===== src/rtl/uart_byte_receiver.sv =====
// 8N1 UART receiver (even parity frame with `UART_RX_PARITY_EN) feeding a show-ahead byte FIFO.
// Latency: data_valid 1 clk after mid-stop sample; no line backpressure, full FIFO drops byte and sets overrun.
module uart_byte_receiver #(
    parameter int CLK_FREQ   = 50000000,
    parameter int BAUD       = 115200,
    parameter int DATA_WIDTH = 8,
    parameter int FIFO_DEPTH = 4
) (
    input  logic                          clk,
    input  logic                          rst,
    input  logic                          rx,
    input  logic                          rd_en,
    output logic [DATA_WIDTH-1:0]         data_out,
    output logic                          data_valid,
    output logic [$clog2(FIFO_DEPTH):0]   fifo_count,
    output logic                          frame_err,
    output logic                          parity_err,
    output logic                          overrun
);
    localparam int DIV   = CLK_FREQ / (16 * BAUD);
    localparam int DIV_W = (DIV > 1) ? $clog2(DIV) : 1;
    localparam int AW    = $clog2(FIFO_DEPTH);
    localparam int BW    = (DATA_WIDTH > 1) ? $clog2(DATA_WIDTH) : 1;
    localparam logic [DIV_W-1:0] DIV_LAST = DIV_W'(DIV - 1);
    localparam logic [BW-1:0]    BIT_LAST = BW'(DATA_WIDTH - 1);
    localparam logic [AW:0]      FULL_CNT = (AW + 1)'(FIFO_DEPTH);

    localparam logic [2:0] S_IDLE   = 3'd0;
    localparam logic [2:0] S_START  = 3'd1;
    localparam logic [2:0] S_DATA   = 3'd2;
    localparam logic [2:0] S_STOP   = 3'd4;
    localparam logic [2:0] S_BREAK  = 3'd5;
`ifdef UART_RX_PARITY_EN
    localparam logic [2:0] S_PARITY = 3'd3;
`endif

    logic                  rx_meta_q, rx_sync_q;
    logic [2:0]            state_q, state_d;
    logic [DIV_W-1:0]      div_q, div_d;
    logic [3:0]            samp_q, samp_d;
    logic [BW-1:0]         bit_q, bit_d;
    logic [DATA_WIDTH-1:0] shift_q, shift_d;
    logic                  frame_err_q, frame_err_d;
    logic                  push_req, tick, mid;
    logic                  par_ok;
`ifdef UART_RX_PARITY_EN
    logic                  par_q, par_d;
    logic                  parity_err_q, parity_err_d;
`endif

    always_ff @(posedge clk) begin
        if (rst) begin
            rx_meta_q <= 1'b1;
            rx_sync_q <= 1'b1;
        end else begin
            rx_meta_q <= rx;
            rx_sync_q <= rx_meta_q;
        end
    end

    assign tick = (div_q == DIV_LAST);
    // samp_q free-runs across bits, so every bit is sampled when it reads 7
    assign mid  = tick && (samp_q == 4'd7);
`ifdef UART_RX_PARITY_EN
    assign par_ok = ((^shift_q) == par_q);
`else
    assign par_ok = 1'b1;
`endif

    always_comb begin
        state_d     = state_q;
        div_d       = tick ? '0 : div_q + 1'b1;
        samp_d      = tick ? samp_q + 4'd1 : samp_q;
        bit_d       = bit_q;
        shift_d     = shift_q;
        frame_err_d = 1'b0;
        push_req    = 1'b0;
`ifdef UART_RX_PARITY_EN
        par_d        = par_q;
        parity_err_d = 1'b0;
`endif
        case (state_q)
            S_IDLE: begin
                if (!rx_sync_q) begin
                    state_d = S_START;
                    div_d   = '0;
                    samp_d  = '0;
                end
            end
            S_START: begin
                if (mid) begin
                    state_d = rx_sync_q ? S_IDLE : S_DATA;
                    bit_d   = '0;
                end
            end
            S_DATA: begin
                if (mid) begin
                    shift_d = {rx_sync_q, shift_q[DATA_WIDTH-1:1]};
                    bit_d   = bit_q + 1'b1;
                    if (bit_q == BIT_LAST) begin
`ifdef UART_RX_PARITY_EN
                        state_d = S_PARITY;
`else
                        state_d = S_STOP;
`endif
                    end
                end
            end
`ifdef UART_RX_PARITY_EN
            S_PARITY: begin
                if (mid) begin
                    par_d   = rx_sync_q;
                    state_d = S_STOP;
                end
            end
`endif
            S_STOP: begin
                if (mid) begin
`ifdef UART_RX_PARITY_EN
                    parity_err_d = !par_ok;
`endif
                    if (rx_sync_q) begin
                        push_req = par_ok;
                        state_d  = S_IDLE;
                    end else begin
                        frame_err_d = 1'b1;
                        state_d     = S_BREAK;
                    end
                end
            end
            S_BREAK: begin
                if (rx_sync_q) state_d = S_IDLE;
            end
            default: state_d = S_IDLE;
        endcase
    end

    always_ff @(posedge clk) begin
        if (rst) begin
            state_q     <= S_IDLE;
            div_q       <= '0;
            samp_q      <= '0;
            bit_q       <= '0;
            shift_q     <= '0;
            frame_err_q <= 1'b0;
`ifdef UART_RX_PARITY_EN
            par_q        <= 1'b0;
            parity_err_q <= 1'b0;
`endif
        end else begin
            state_q     <= state_d;
            div_q       <= div_d;
            samp_q      <= samp_d;
            bit_q       <= bit_d;
            shift_q     <= shift_d;
            frame_err_q <= frame_err_d;
`ifdef UART_RX_PARITY_EN
            par_q        <= par_d;
            parity_err_q <= parity_err_d;
`endif
        end
    end

    logic [DATA_WIDTH-1:0] mem_q [FIFO_DEPTH];
    logic [AW-1:0]         wr_ptr_q, rd_ptr_q;
    logic [AW:0]           count_q;
    logic                  overrun_q;
    logic                  full, pop, push;

    assign full = (count_q == FULL_CNT);
    assign pop  = rd_en && (count_q != '0);
    // A simultaneous pop frees the slot, so a full FIFO still accepts the byte
    assign push = push_req && (!full || pop);

    always_ff @(posedge clk) begin
        if (rst) begin
            for (int i = 0; i < FIFO_DEPTH; i++) mem_q[i] <= '0;
            wr_ptr_q  <= '0;
            rd_ptr_q  <= '0;
            count_q   <= '0;
            overrun_q <= 1'b0;
        end else begin
            if (push) begin
                mem_q[wr_ptr_q] <= shift_q;
                wr_ptr_q        <= wr_ptr_q + 1'b1;
            end
            if (pop) rd_ptr_q <= rd_ptr_q + 1'b1;
            case ({push, pop})
                2'b10:   count_q <= count_q + 1'b1;
                2'b01:   count_q <= count_q - 1'b1;
                default: count_q <= count_q;
            endcase
            if (push_req && full && !pop) overrun_q <= 1'b1;
        end
    end

    assign data_out   = mem_q[rd_ptr_q];
    assign data_valid = (count_q != '0);
    assign fifo_count = count_q;
    assign frame_err  = frame_err_q;
    assign overrun    = overrun_q;
`ifdef UART_RX_PARITY_EN
    assign parity_err = parity_err_q;
`else
    assign parity_err = 1'b0;
`endif

endmodule


===== config.mk =====
export PLATFORM = sky130hd
export DESIGN_NAME = uart_byte_receiver
export DESIGN_NICKNAME = d
export VERILOG_FILES = /design/src/rtl/uart_byte_receiver.sv
export SDC_FILE = /design/constraint.sdc
export NUM_CORES = 1
export LEC_CHECK = 0
export BUFFER_PORTS_ARGS = -buffer_cell sky130_fd_sc_hd__buf_2
export CAP_MARGIN = 10
export CORE_MARGIN = 4
export CORE_UTILIZATION = 55
export CTS_CLUSTER_SIZE = 40
export DETAILED_ROUTE_END_ITERATION = 6
export PLACE_DENSITY = 0.75
export SLEW_MARGIN = 20
export SYNTH_ARGS = -nofsm -noshare
export SYNTH_HDL_FRONTEND = slang
export SYNTH_SLANG_ARGS = --single-unit

===== constraint.sdc =====
create_clock -name clk -period 2.85 [get_ports clk]
set_input_delay 0.4275 -clock clk [delete_from_list [all_inputs] [get_ports clk]]
set_output_delay 0.4275 -clock clk [all_outputs]
set_load 0.02 [all_outputs]

==> metrics.md <==
| Metric | Value |
|---|---|
| Status | finished clean |
| Yosys warning count | 0 |
| CP dominant cell by count | o31a_1 |
| Fin nets | 301 |
| Full die area | 7130 um2 |
| Initial DRC count | 123 |
| Antenna violations before repair | 0 |
| Reg2Reg Launch Point | div_q[0] |
| Crit Path Max Fanout | 8 |
| Post-CTS setup buffer count | 0 |
| Antenna Violating Nets Remaining | 0 |
| Worst IR Drop VDD | 0.615 mV |
| Worst path required time | 3.15 ns |
| Skew-Pair Late Insertion Delay | 0.35 ns |
| Initial cell density of the core | 0.576 |
| Layout Utilization | 0.643 |
| Max stage delay on crit path | 0.52 ns |
| Leakage power | 1.30 nW |
| Die width | 84.4 um |
| Core Region | 5570 um2 |
| Vias per cell | 5.60 |
| Slew margin rel. | 0.598 |
| Placed wire-length estimate | 3900 um |
| Final Cycle Share | 0.847 |
| Dominant synthesized flop cell | dfxtp_1 |
| Reg clk slew, reported paths | 0.07 ns |
| Crit. End Element | register |
| Area grow syn2layout | 11.6% |
| Synthesized-area fraction occupied by and/or/nand/nor cells | 0.231 |
| CTS Root Cell | clkbuf_8 |
| Synth async-reset ratio | 0 |
| Synth cell count leaders | dfxtp_1, and2_1, edfxtp_1, nor2_1 |
| GR Util All Layers | 0.175 |
| Clock sink count | 68 |
| FMAX | 414 MHz |
| Worst Setup SP | div_q[0] |
| Syn Nets | 283 |
| CP Launch Type | register |
| Syn Area/Cell | 11.8 um2 |
| Largest net degree at the start of global routing | 43 |
| Chip height | 84.4 um |
| Gates resized, CTS repair | 0 |
| Max-slew violation count | 0 |
| TritonCTS buffer count | 9 |
| Final setup fails | 0 |
| IO Port Bufs | 17 |
| Number of synthesized flops with an enable pin | 32 |
| First-pass GRT wire length | 9780 um |
| Post-Route Setup TNS | 0 ns |
| CTS tree | yes |
| Row Count | 27 |
| Largest cells by area after synthesis | edfxtp_1, dfxtp_1, and2_1, mux4_2, nor2_1 |
| Min-delay src | rx |
| CP max stage cell | or4bb_1 |
| Combinational family with the most area after synthesis | simple AND/OR/NAND/NOR gates |
| #FFs+latches synth | 68 |
| Drt wl/cell | 15.4 um |
| Layout Skew | 0.00865 ns |
| Total power draw | 2.08 mW |
| DRT Pass-1 Iters | 4 |
| Register area share after synthesis | 0.524 |
| CP cell instances | inv_1 > ha_1 > and4b_1 > nand3_2 > nand2_1 > fa_1 > or4bb_1 > o31a_1 > o31a_1 > nand3_1 |
| Worst-Margin Slew | 0.600 ns |
| Maxcap violations | 0 |
| Max clock buf depth | 2 |
| Vias in the first global route | 1989 |
| Final hold viol count | 0 |
| Synth area leader | edfxtp_1 |
| RSZ-0062 raised after global routing | no |
| Post-Synthesis Cells | 273 |
| Setup Crit Path Kind | reg -> reg |
| Critical path arrival | 2.71 ns |
| Top-area cell type share of the netlist area | 0.299 |
| Vias | 2061 |
| Adder-Cell Fraction of Synth Area | 0.0257 |
| Multiplexer area fraction after synthesis | 0.0873 |
| I/O pin count | 19 |
| Post-route DRC | 0 |
| Synth Area in Compound Gates | 0.0682 |
| DRT Wirelength | 5690 um |
| Fin crit period | 2.41 ns |
| Mapped Area | 3210 um2 |
| Share of layout cells above drive strength 1 | 0.193 |
| Post-Synth XOR/XNOR Area | 0.0300 |
| # diodes | 0 |
| Final Wtd Congestion | 0.768 |
| H-tree Lvls | 3 |
| Overflow after GRT | 0 |
| Most common cell in the netlist | dfxtp_1 |
| HP Class | in -> reg |
| Library cells used by synthesis | 57 |
| # hold bufs at CTS | 0 |
| Power density cells | 581 nW/um2 |
[final cells by class]
| type | instances | area, um2 |
|---|---|---|
| clock inverters | 6 | 114 |
| fillers | 444 | 1990 |
| well taps | 72 | 90.1 |
| inverters | 6 | 22.5 |
| clock buffers | 10 | 128 |
| multi-input cells | 184 | 1430 |
| repair buffers | 22 | 123 |
| flip-flops and latches | 68 | 1680 |
[report_power, final]
part	total (mW)	switching [mW]	leakage (nW)	internal, mW
Combinational	0.0715	0.0452	0.578	0.0263
Clock	0.955	0.373	0.113	0.582
Sequential	1.06	0.0106	0.605	1.04
[per-layer routing]
| layer | global-route usage | part of all wire | vias up |
|---|---|---|---|
| met4 | 0.102 | 0.018 | 0 |
| met1 | 0.218 | 0.44 | 984 |
| met3 | 0.0373 | 0.039 | 12 |
| li1 | - | - | 1025 |
| met2 | 0.283 | 0.50 | 40 |
| met5 | 0 | 0 | - |
[registers in the layout (all words and copies together), names as in the netlist, 3 cells and up, named ones only]
register    flops
mem_q          32
shift_q         8
fifo_count      3
bit_q           3
div_q           5
state_q         3
samp_q          4
[worst paths after layout]
path,to,slack (ns),cells past startpoint
hold / removal,rx_meta_q,0.26,2
hold reg to reg,rx_sync_q,0.41,1
setup reg to reg,fifo_count[2],0.44,10
setup / recovery,fifo_count[2],0.44,10
[worst max-delay path: cells and delay by family, from the launching register on]
family,cells,cell delay [ns]
buffers and inverters,1,0.06
DFF,1,0.37
adders and majority gates,2,0.66
and+or+nand+nor,5,1.08
AOI/OAI and AO/OA,2,0.21
[placed cells by master, fill, tap and decap left out, types with 3 or more instances in the layout]
master and n:
mux4_2 8, o31a_1 3, ha_1 5, buf_2 17
buf_4 5, clkbuf_8 9, bufinv_16 3, or2_2 3
nand3b_1 3, a31o_1 3, a21oi_1 4, or2_1 3
edfxtp_1 32, nor4_1 5, and2_1 32, dfxtp_1 36
a31oi_1 4, xor2_1 6, nand2_1 10, mux2i_1 10
nand2b_1 5, xnor2_1 5, nand3_1 4, nand4_1 4
nor2_1 31, inv_1 6
[through the flow]
step                      cell area (um2)  instances  hold WS (ns)  setup slack (ns)
final                                3580        368         0.258             0.436
after global routing                 3580        368         0.252             0.275
after CTS                            3580        368         0.250             0.430
after detailed placement             3340        352         0.396             0.442
after global placement               3340        352         0.393             0.482
after floorplan                      3210        273         0.389             0.359
[kinds of logic (layout without fill, tap and decap cells)]
logic type | Yosys count | in the layout
flip-flops | 68 | 68
adder cells (fa/ha/maj) | 6 | 6
XOR/XNOR | 11 | 11
buffers and inverters | 21 | 44
multiplexers | 18 | 18
other | 1 | 1
AO/OA/AOI/OAI | 29 | 29
AND/OR/NAND/NOR | 119 | 119
(Power assumes the default switching activity.)
